**src/rtl/key_event_scheduler_pkg.sv**
```systemverilog
// key_event_scheduler_pkg: event encodings, field widths and a shared priority helper
package key_event_scheduler_pkg;

    localparam int CODE_W = 8;
    localparam int TYPE_W = 2;
    localparam int IDX_W  = 5;
    localparam int SW_N   = 24;
    localparam int BTN_N  = 8;

    localparam logic [TYPE_W-1:0] EV_PRESS  = 2'b00;
    localparam logic [TYPE_W-1:0] EV_REPEAT = 2'b01;
    localparam logic [TYPE_W-1:0] EV_SW_ON  = 2'b10;
    localparam logic [TYPE_W-1:0] EV_SW_OFF = 2'b11;

    // index of the lowest set bit; zero when nothing is set
    function automatic logic [IDX_W-1:0] lowest_set(input logic [SW_N-1:0] v);
        lowest_set = '0;
        for (int i = SW_N - 1; i >= 0; i--)
            if (v[i]) lowest_set = IDX_W'(i);
    endfunction

endpackage

```
**src/rtl/key_event_scheduler_event_fifo.sv**
```systemverilog
// event_fifo: small circular queue of event codes with a registered occupancy count
module event_fifo
    import key_event_scheduler_pkg::*;
#(
    parameter int DEPTH = 4
) (
    input  logic                     clk,
    input  logic                     power,
    input  logic                     push,
    input  logic                     pop,
    input  logic [CODE_W-1:0]        din,
    output logic [CODE_W-1:0]        dout,
    output logic                     full,
    output logic                     empty,
    output logic [$clog2(DEPTH):0]   level
);

    localparam int AW = $clog2(DEPTH);
    localparam int LW = AW + 1;

    logic [CODE_W-1:0] mem [DEPTH];
    logic [AW-1:0] wp;
    logic [AW-1:0] rp;
    logic do_push;
    logic do_pop;

    assign full    = level == LW'(DEPTH);
    assign empty   = level == '0;
    assign do_push = push && !full;
    assign do_pop  = pop && !empty;
    assign dout    = empty ? '0 : mem[rp];

    // storage array, written only on an accepted push
    always_ff @(posedge clk) begin
        if (do_push) mem[wp] <= din;
    end

    // pointers wrap naturally at the power-of-two depth; level tracks occupancy
    always_ff @(posedge clk) begin
        if (!power) begin
            wp    <= '0;
            rp    <= '0;
            level <= '0;
        end else begin
            if (do_push) wp <= wp + AW'(1);
            if (do_pop) rp <= rp + AW'(1);
            level <= level + LW'(do_push) - LW'(do_pop);
        end
    end

endmodule

```
**src/rtl/key_event_scheduler.sv**
```systemverilog
// key_event_scheduler: orders button presses, auto-repeats and switch changes into one handshaked event stream
module key_event_scheduler
    import key_event_scheduler_pkg::*;
#(
    parameter int DEPTH         = 4,
    parameter int REPEAT_DELAY  = 50_000_000,
    parameter int REPEAT_PERIOD = 10_000_000,
    parameter int CNT_W         = 26
) (
    input  logic        clk,
    input  logic        power,
    input  logic [23:0] switch,
    input  logic [15:0] button,
    output logic        ev_valid,
    output logic [7:0]  ev_code,
    input  logic        ev_ready,
    output logic        ev_lost,
    output logic [2:0]  fifo_level
);

    typedef enum logic [1:0] {IDLE, DELAY, REPEAT} rpt_state_t;

    rpt_state_t state;
    logic [CNT_W-1:0] cnt;
    logic [BTN_N-1:0] held;
    logic [BTN_N-1:0] held_prev;
    logic [BTN_N-1:0] press_pend;
    logic [SW_N-1:0] sw_prev;
    logic [SW_N-1:0] sw_pend;
    logic rpt_pend;
    logic [IDX_W-1:0] rpt_idx;
    logic [IDX_W-1:0] target;
    logic [IDX_W-1:0] press_idx;
    logic [IDX_W-1:0] sw_idx;
    logic tick;
    logic full;
    logic empty;
    logic grant;
    logic [BTN_N-1:0] g_press;
    logic [SW_N-1:0] g_sw;
    logic g_rpt;
    logic [CODE_W-1:0] code;
    logic [$clog2(DEPTH):0] level;

    assign held      = button[15:8];
    assign target    = lowest_set(SW_N'(held));
    assign press_idx = lowest_set(SW_N'(press_pend));
    assign sw_idx    = lowest_set(sw_pend);
    assign tick      = held == held_prev &&
                       ((state == DELAY  && cnt == CNT_W'(REPEAT_DELAY - 1)) ||
                        (state == REPEAT && cnt == CNT_W'(REPEAT_PERIOD - 1)));

    // hold-to-repeat FSM: any change of the held set restarts the initial delay
    always_ff @(posedge clk) begin
        if (!power) begin
            state     <= IDLE;
            cnt       <= '0;
            held_prev <= '0;
        end else begin
            held_prev <= held;
            if (held != held_prev) begin
                state <= (|held) ? DELAY : IDLE;
                cnt   <= '0;
            end else if (tick) begin
                state <= REPEAT;
                cnt   <= '0;
            end else if (state != IDLE) begin
                cnt <= cnt + CNT_W'(1);
            end
        end
    end

    // fixed-priority grant of one pending source per cycle while the queue has room
    always_comb begin
        g_press = '0;
        g_sw    = '0;
        g_rpt   = 1'b0;
        code    = '0;
        if (!full) begin
            if (|press_pend) begin
                g_press[press_idx[2:0]] = 1'b1;
                code = {EV_PRESS, 1'b0, press_idx};
            end else if (rpt_pend) begin
                g_rpt = 1'b1;
                code  = {EV_REPEAT, 1'b0, rpt_idx};
            end else if (|sw_pend) begin
                g_sw[sw_idx] = 1'b1;
                code = {switch[sw_idx] ? EV_SW_ON : EV_SW_OFF, 1'b0, sw_idx};
            end
        end
    end

    assign grant = (|g_press) || (|g_sw) || g_rpt;

    // pending capture: a new set beats a same-cycle grant; a set on an ungranted pending bit is lost
    always_ff @(posedge clk) begin
        if (!power) begin
            press_pend <= '0;
            sw_pend    <= '0;
            rpt_pend   <= 1'b0;
            rpt_idx    <= '0;
            sw_prev    <= switch;
            ev_lost    <= 1'b0;
        end else begin
            press_pend <= (press_pend & ~g_press) | button[7:0];
            sw_pend    <= (sw_pend & ~g_sw) | (switch ^ sw_prev);
            rpt_pend   <= (rpt_pend & ~g_rpt) | tick;
            sw_prev    <= switch;
            if (tick) rpt_idx <= target;
            if ((|(button[7:0] & press_pend & ~g_press)) ||
                (|((switch ^ sw_prev) & sw_pend & ~g_sw)) ||
                (tick && rpt_pend && !g_rpt))
                ev_lost <= 1'b1;
        end
    end

    event_fifo #(.DEPTH(DEPTH)) u_fifo (
        .clk   (clk),
        .power (power),
        .push  (grant),
        .pop   (ev_ready),
        .din   (code),
        .dout  (ev_code),
        .full  (full),
        .empty (empty),
        .level (level)
    );

    assign ev_valid   = !empty;
    assign fifo_level = 3'(level);

endmodule

```
**config.mk**
```make
export PLATFORM = sky130hd
export DESIGN_NAME = key_event_scheduler
export DESIGN_NICKNAME = d
export VERILOG_FILES = /design/src/rtl/key_event_scheduler_pkg.sv /design/src/rtl/key_event_scheduler_event_fifo.sv /design/src/rtl/key_event_scheduler.sv
export SDC_FILE = /design/constraint.sdc
export NUM_CORES = 1
export LEC_CHECK = 0
export BUFFER_PORTS_ARGS = -buffer_cell sky130_fd_sc_hd__clkbuf_2
export CELL_PAD_IN_SITES_DETAIL_PLACEMENT = 1
export CELL_PAD_IN_SITES_GLOBAL_PLACEMENT = 1
export CORE_ASPECT_RATIO = 1.25
export CORE_MARGIN = 10
export CORE_UTILIZATION = 47
export DETAILED_ROUTE_END_ITERATION = 8
export PLACE_DENSITY = 0.88
export RECOVER_POWER = 25
export SETUP_SLACK_MARGIN = 0.2
export SLEW_MARGIN = 20
export SYNTH_ARGS = -nofsm -noshare
export SYNTH_HDL_FRONTEND = slang
export SYNTH_SLANG_ARGS = --single-unit
```
**constraint.sdc**
```tcl
create_clock -name clk -period 4.3 [get_ports clk]
set_input_delay 0.43 -clock clk [delete_from_list [all_inputs] [get_ports clk]]
set_output_delay 0.43 -clock clk [all_outputs]
set_load 0.05 [all_outputs]
```
# [Word level (Yosys, flattened, before mapping)]
# Memory sizes are Yosys's and may differ from the RTL's. A register that Yosys moved wholly into a read port is not among the register bits.
# Cells that the tools add are included.
# W data, S select, Z words.
[classes] eq_ne=7 reduce_logical=28 magnitude_cmp=4 n_bitwise=15 n_addsub=5 n_mux=68
[op_table] operator="$mux W5" count=38
[op_table] operator="$mux W24" count=4
[op_table] operator="$and A24 B24 Y24" count=3
[op_table] operator="$reduce_or A24 Y1" count=3
[op_table] operator="$mux W8" count=7
[op_table] operator="$reduce_or A8 Y1" count=4
[op_table] operator="$add A26 B1 Y26 const B" count=1
[op_table] operator="$eq A26 B24 Y1 const B" count=1
[op_table] operator="$eq A26 B26 Y1 const B" count=1
[op_table] operator="$and A8 B8 Y8" count=3
[op_table] operator="$not A24 Y24" count=1
[op_table] operator="$or A24 B24 Y24" count=1
[op_table] operator="$xor A24 B24 Y24" count=1
[op_table] operator="$mux W1" count=10
[op_table] operator="$logic_and A1 B1 Y1" count=9
[op_table] operator="$eq A8 B8 Y1" count=1
[op_table] operator="$mux W2" count=4
[op_table] operator="$ne A8 B8 Y1" count=1
[op_table] operator="$not A8 Y8" count=1
[op_table] operator="$or A8 B8 Y8" count=1
[op_table] operator="$lt A5 B6 Y1 const B" count=1
[op_table] operator="$mux W3" count=2
[op_table] operator="$bmux W1 S5" count=1
[op_table] operator="$demux W1 S5" count=1
[op_table] operator="other kinds (18)" count=27
[word_totals] memories=1 output_inout_bits=13 mem_bits_rw=32 word_cells=140 in_bits=43 register_bits=106
[mem_list] name="u_fifo.mem" depth=4 word_bits=8 read_ports=1 rd_clocked_by_memory_dff=1 wr=1 line_no="key_event_scheduler_event_fifo.sv:21" rtl="logic [CODE_W-1:0] mem [DEPTH];"

# [Depth between registers and ports, before layout]
[depth] depth_word=38 mapped_depth=13 ltp_nobuf=11

# [By module]
# From an unflattened synthesis, not the netlist that was laid out.
[unflattened] cells_unflattened=696 hier_area_um2=6686.4
[modules_own_cells] module="key_event_scheduler" area_per_inst_um2=4914.7 instances=1 cells_per_inst=594 seq_area_each_um2=1941.9
[modules_own_cells] module="event_fifo" area_per_inst_um2=1771.7 instances=1 cells_per_inst=102 seq_area_each_um2=1141.1

# [Least setup slack after synthesis]
# OpenSTA, ideal clock, no wires.
[synth_path] path_type="register to register" startpoint="register u_fifo.level[1]" endpoint="register u_fifo.level[2]" slack_ns=1.148 setup_time_ns=0.115 stages_incl_launch_ff=12 synth_period_minus_slack_ns=3.152 arrival_time_ns=3.037 path_buffers=0 t_required_ns=4.185 cell_sequence="dfxtp_1 -> nor3b_1 -> nand4bb_1 -> nor2_1 -> nand2_1 -> a41oi_2 -> ha_1 -> inv_1 -> fa_1 -> xnor2_1 -> xnor2_1 -> and2_1"
[synth_via] elab_chain_len=8 elab_cells_between_ends=15 cone_classes="add/sub: 2; eq/ne: 1; mux: 3; reduce/logical: 9"
[synth_rtl] element="start: declaration" line_no="key_event_scheduler_event_fifo.sv:15" rtl="output logic [$clog2(DEPTH):0] level"
[synth_rtl] element="start signal: assignment" line_no="key_event_scheduler_event_fifo.sv:47" rtl="level <= level + LW'(do_push) - LW'(do_pop);"
[synth_rtl] element="$eq A3 B3 Y1 *" line_no="key_event_scheduler_event_fifo.sv:27" rtl="assign full = level == LW'(DEPTH);"
[synth_rtl] element="$mux W24 / $mux W8 (equally long branches)" line_no="key_event_scheduler.sv:79" rtl="if (!full) begin"
[synth_rtl] element="$reduce_or A24 Y1 / $reduce_or A8 Y1 (equally long branches)" line_no="key_event_scheduler.sv:93" rtl="assign grant = (|g_press) || (|g_sw) || g_rpt;"
[synth_rtl] element="$logic_or A1 B1 Y1 (2 in a row)" line_no="key_event_scheduler.sv:93"
[synth_rtl] element="$logic_and A1 B1 Y1 *" line_no="key_event_scheduler_event_fifo.sv:29" rtl="assign do_push = push && !full;"
[synth_rtl] element="named net u_fifo.do_push" line_no="key_event_scheduler_event_fifo.sv:24" rtl="logic do_push;"
[synth_rtl] element="$add A3 B1 Y3 *" line_no="key_event_scheduler_event_fifo.sv:47"
[synth_rtl] element="$sub A3 B1 Y3 *" line_no="key_event_scheduler_event_fifo.sv:47"
# Mark *: on every way through the listed nets, which the timed path passes. The rest lies on a longest branch.
# A chain may end at the register's enable or synchronous reset.

# [Worst setup path in the final report]
[layout_path] startpoint="register press_pend[0]" endpoint="register u_fifo.level[2]"
[layout_via] elab_chain_len=13 elab_cells_between_ends=20 cone_classes="add/sub: 2; order compare: 2; mux: 9; reduce/logical: 7"
[layout_rtl] element="start: declaration" line_no="key_event_scheduler.sv:27" rtl="logic [BTN_N-1:0] press_pend;"
[layout_rtl] element="start signal: assignment" line_no="key_event_scheduler.sv:105" rtl="press_pend <= (press_pend & ~g_press) | button[7:0];"
[layout_rtl] element="$mux W5" line_no="key_event_scheduler_pkg.sv:19" rtl="if (v[i]) lowest_set = IDX_W'(i);"
[layout_rtl] element="$lt A3 B4 Y1 (implied by the code) / $ge A3 B1 Y1 (equally long branches)" line_no="key_event_scheduler.sv:81" rtl="g_press[press_idx[2:0]] = 1'b1;"
[layout_rtl] element="$logic_and A1 B1 Y1 (implied by the code)" line_no="key_event_scheduler.sv:81"
[layout_rtl] element="$mux W1 (implied by the code)" line_no="key_event_scheduler.sv:81"
[layout_rtl] element="$demux W1 S3" line_no="key_event_scheduler.sv:81"
[layout_rtl] element="$mux W8" line_no="key_event_scheduler.sv:80" rtl="if (|press_pend) begin"
[layout_rtl] element="$mux W8" line_no="key_event_scheduler.sv:79"
[layout_rtl] element="$reduce_or A8 Y1" line_no="key_event_scheduler.sv:93"
[layout_rtl] element="$logic_or A1 B1 Y1" line_no="key_event_scheduler.sv:93"
[layout_rtl] element="$logic_or A1 B1 Y1 *" line_no="key_event_scheduler.sv:93"
[layout_rtl] element="$logic_and A1 B1 Y1 *" line_no="key_event_scheduler_event_fifo.sv:29"
[layout_rtl] element="named net u_fifo.do_push" line_no="key_event_scheduler_event_fifo.sv:24"
[layout_rtl] element="$add A3 B1 Y3 *" line_no="key_event_scheduler_event_fifo.sv:47"
[layout_rtl] element="$sub A3 B1 Y3 *" line_no="key_event_scheduler_event_fifo.sv:47"
# Marked as above.

==> results.yml <==
place:
  dp_cells: 901
  portBuffers: 54
  gp_congestion: 1.07
  dp_slack_ns: 0.717
  dp_hpwl_um: 15600
drt:
  routed_wl_um: 21200
  avgRoutedWirePerCell_um: 22.7
  drt_pass1_iterations: 8
  vias: 5740
  drt-initial-drc-count: 435
  vias_per_cell: 6.15
  drtAntennaViolNets: 0
  drc_errors: 0
setup_path:
  cpMaxStageDelayCell: "nor4_1"
  endpoint_kind: "flop"
  critPathMaxStageDelay_ns: 0.56
  crit_arrival_ns: 4.06
  worstPathRequired_ns: 4.62
  worstSetupStartpointType: "flop"
  path_class: "flop to flop"
  cp_common_cell: "xnor2_1"
  crit_chain: "nor4_1, nand4bb_1, nor2_1, nand2_1, a41oi_2, ha_1, inv_1, fa_1, xnor2_1, xnor2_1, and2_1"
  crit_fanout: 8
timing:
  fmax_mhz: 267
  fin_ws_ns: 0.558
  rsz0062_at_grt: "false"
  setup_tns_ns: 0
  hold_viol: 0
  max_slew.worst_pin.slew_ns: 2.20
  finClkSkew_ns: 0.0151
  min_period_ns: 3.74
  finalMaxSlewViolations: 57
  finalCritPeriodShare_pct: 87.0
  hold_ws_ns: 0.160
  relSlewSlack_pct: -47.0
  setup_violations: 0
grt:
  grt_use_total_pct: 21.7
  grt_max_degree: 57
  antenna_found_initial: 0
  first_global_vias: 6033
  overflow: 0
  grt_pass1_wl_um: 33400
layout:
  fillers: 1595
  fin_cells: 933
  fin_util_pct: 54.9
  nNetsFinal: 796
  diodes: 0
  syn_to_final_growth_pct: 14.4
  drive_gt1_share_pct: 10.9
floorplan:
  rows: 48
  die_w_um: 126
  initial_core_util_pct: 48.0
  die_h_um: 153
  die_area_sq_um: 19300
  core_sq_um: 13800
  io_pins: 56
clock_tree:
  cts_tree: "done"
  cts_resized: 0
  cts_root_buf: "clkbuf_16"
  cts_sinks: 134
  htreeDepth: 4
  cts_buffers: 17
  cts_setup_buffers: 0
  clock_latency_ns: 0.44
  ctsHoldBuffers: 0
  clkSlewWorstSetupHoldPaths_ns: 0.07
  cts_buffer_depth: 2
synthesis:
  yosysWarnings: 0
  synth_cell_type_count: 78
  async_flop_share_pct: 0
  synth_area_leader_cell: "dfxtp_1"
  synth_flop_cell: "dfxtp_1"
  synth-edff-count: 28
  synth_cells: 692
  yosys_register_bits: 134
  synth_fp_nets: 743
  synth_area_per_cell_sq_um: 9.58
  yosys-top-cells-area: "dfxtp_1, edfxtp_1, xnor2_1, xor2_1, nor2_1"
  netlist_area_sq_um: 6630
  synth_top_area_share_pct: 32.0
  ys_seq_area_share_pct: 44.7
pwr:
  p_sw_share_pct: 34.9
  powerDensity_nw_per_um2: 546
  p_int_w: 0.00270
  leakage_nw: 2.66
  p_sw_w: 0.00144
  seq_power_share_pct: 38.9
  comb_power_share_pct: 26.2
  p_clk_share_pct: 34.9
  vdd_drop_max_v: 0.000479
outcome:
  outcome: "complete, but fails checks"
  violations: "capacitance limit, slew limit"
job:
  max_cap_violations: 1
min_path:
  hp-class: "primary input to flop"
==> synthesized netlist by cell type (all sizes together) (21+ instances only) <==
master	instances
nand2	43
nor2b	22
o21ai	27
and2	28
nor3	22
nor2	58
nand3	21
xnor2	31
dfxtp	106
xor2	25
a21oi	30
edfxtp	28
==> state kept, by name, indices dropped and copies added (netlist names), named ones only <==
register      flops
rpt_idx           3
ev_lost           1
sw_pend          24
rpt_pend          1
cnt              26
sw_prev          24
state             2
u_fifo.rp         2
press_pend        8
u_fifo.level      3
u_fifo.mem       28
held_prev         8
u_fifo.wp         2
==> routing by layer <==
layer  wire length, um  vias to the layer above  track usage (%)
met4               928                        0             12.0
li1                  -                     2646                -
met3              1110                       57             5.67
met5                 0                        -                0
met1              8280                     2832             23.2
met2             10900                      205             37.8
==> critical path: cells and delay by family (launching register included) <==
| family | cells | cell delay (ns) |
|---|---|---|
| xor gates and xnor gates | 2 | 0.27 |
| DFF | 1 | 0.36 |
| adders and majority gates | 2 | 0.60 |
| AOI/OAI and AO/OA | 1 | 0.39 |
| buffers and inverters | 1 | 0.06 |
| and+or+nand+nor | 5 | 1.94 |
==> power groups by stage <==
stage	combinational, W	sequential, W	clock, W
after floorplan	0.000765	0.00160	0
after global placement	0.00103	0.00161	0
after detailed placement	0.00107	0.00164	0
after CTS	0.00109	0.00161	0.00145
after global routing	0.00118	0.00163	0.00150
final	0.00108	0.00161	0.00144
==> layout make-up <==
type,count,area (sq um),area share [%]
clock inverters,12,119,1.57
well taps,175,219,2.89
repair buffers,59,273,3.60
flip-flops and latches,134,2960,39.1
inverters,21,80.1,1.06
clock buffers,20,468,6.17
multi-input cells,512,3460,45.7
==> placed cells by master (no fill, tap or decap), types with 8 or more instances in the layout <==
cell,Yosys,final
dfxtp_1,106,106
nor2_1,58,58
nand2_1,42,42
xnor2_1,31,31
a21oi_1,30,30
clkbuf_1,17,29
edfxtp_1,28,28
o21ai_0,26,26
clkbuf_2,0,26
xor2_1,25,25
and2_1,28,23
nor2b_1,22,22
nor3_1,22,22
inv_1,20,20
nand3_1,20,20
a21boi_0,20,20
clkbuf_16,0,18
o21a_1,16,16
or3_1,13,13
nor4_1,11,11
nand4_1,11,11
nand3b_1,8,8
==> stage by stage <==
step / power, W / area (sq um)
6_report: 0.00414 / 7580
5_1_grt: 0.00431 / 7580
4_1_cts: 0.00416 / 7620
3_5_place_dp: 0.00270 / 7030
3_3_place_gp: 0.00264 / 7030
2_1_floorplan: 0.00237 / 6630
==> cells by family after synthesis <==
group	share of synthesized area [%]
AND/OR/NAND/NOR	23.0
other	0.0566
AO/OA/AOI/OAI	17.2
flip-flops	44.7
XOR/XNOR	7.40
multiplexers	2.98
buffers and inverters	3.08
adder cells (fa/ha/maj)	1.62
==> path summary, 6_finish.rpt <==
check,endpoint,start,slack [ns],cells past startpoint
hold / removal,sw_prev[21]$_DFF_P_,switch[21],0.16,1
setup / recovery,u_fifo.level[2]$_SDFF_PN0_,press_pend[0]$_SDFF_PN0_,0.56,11
hold reg to reg,state[1]$_SDFFE_PN0P_,state[1]$_SDFFE_PN0P_,0.49,2
setup reg to reg,u_fifo.level[2]$_SDFF_PN0_,press_pend[0]$_SDFF_PN0_,0.56,11
No activity file was read; power rests on OpenSTA's default activity.
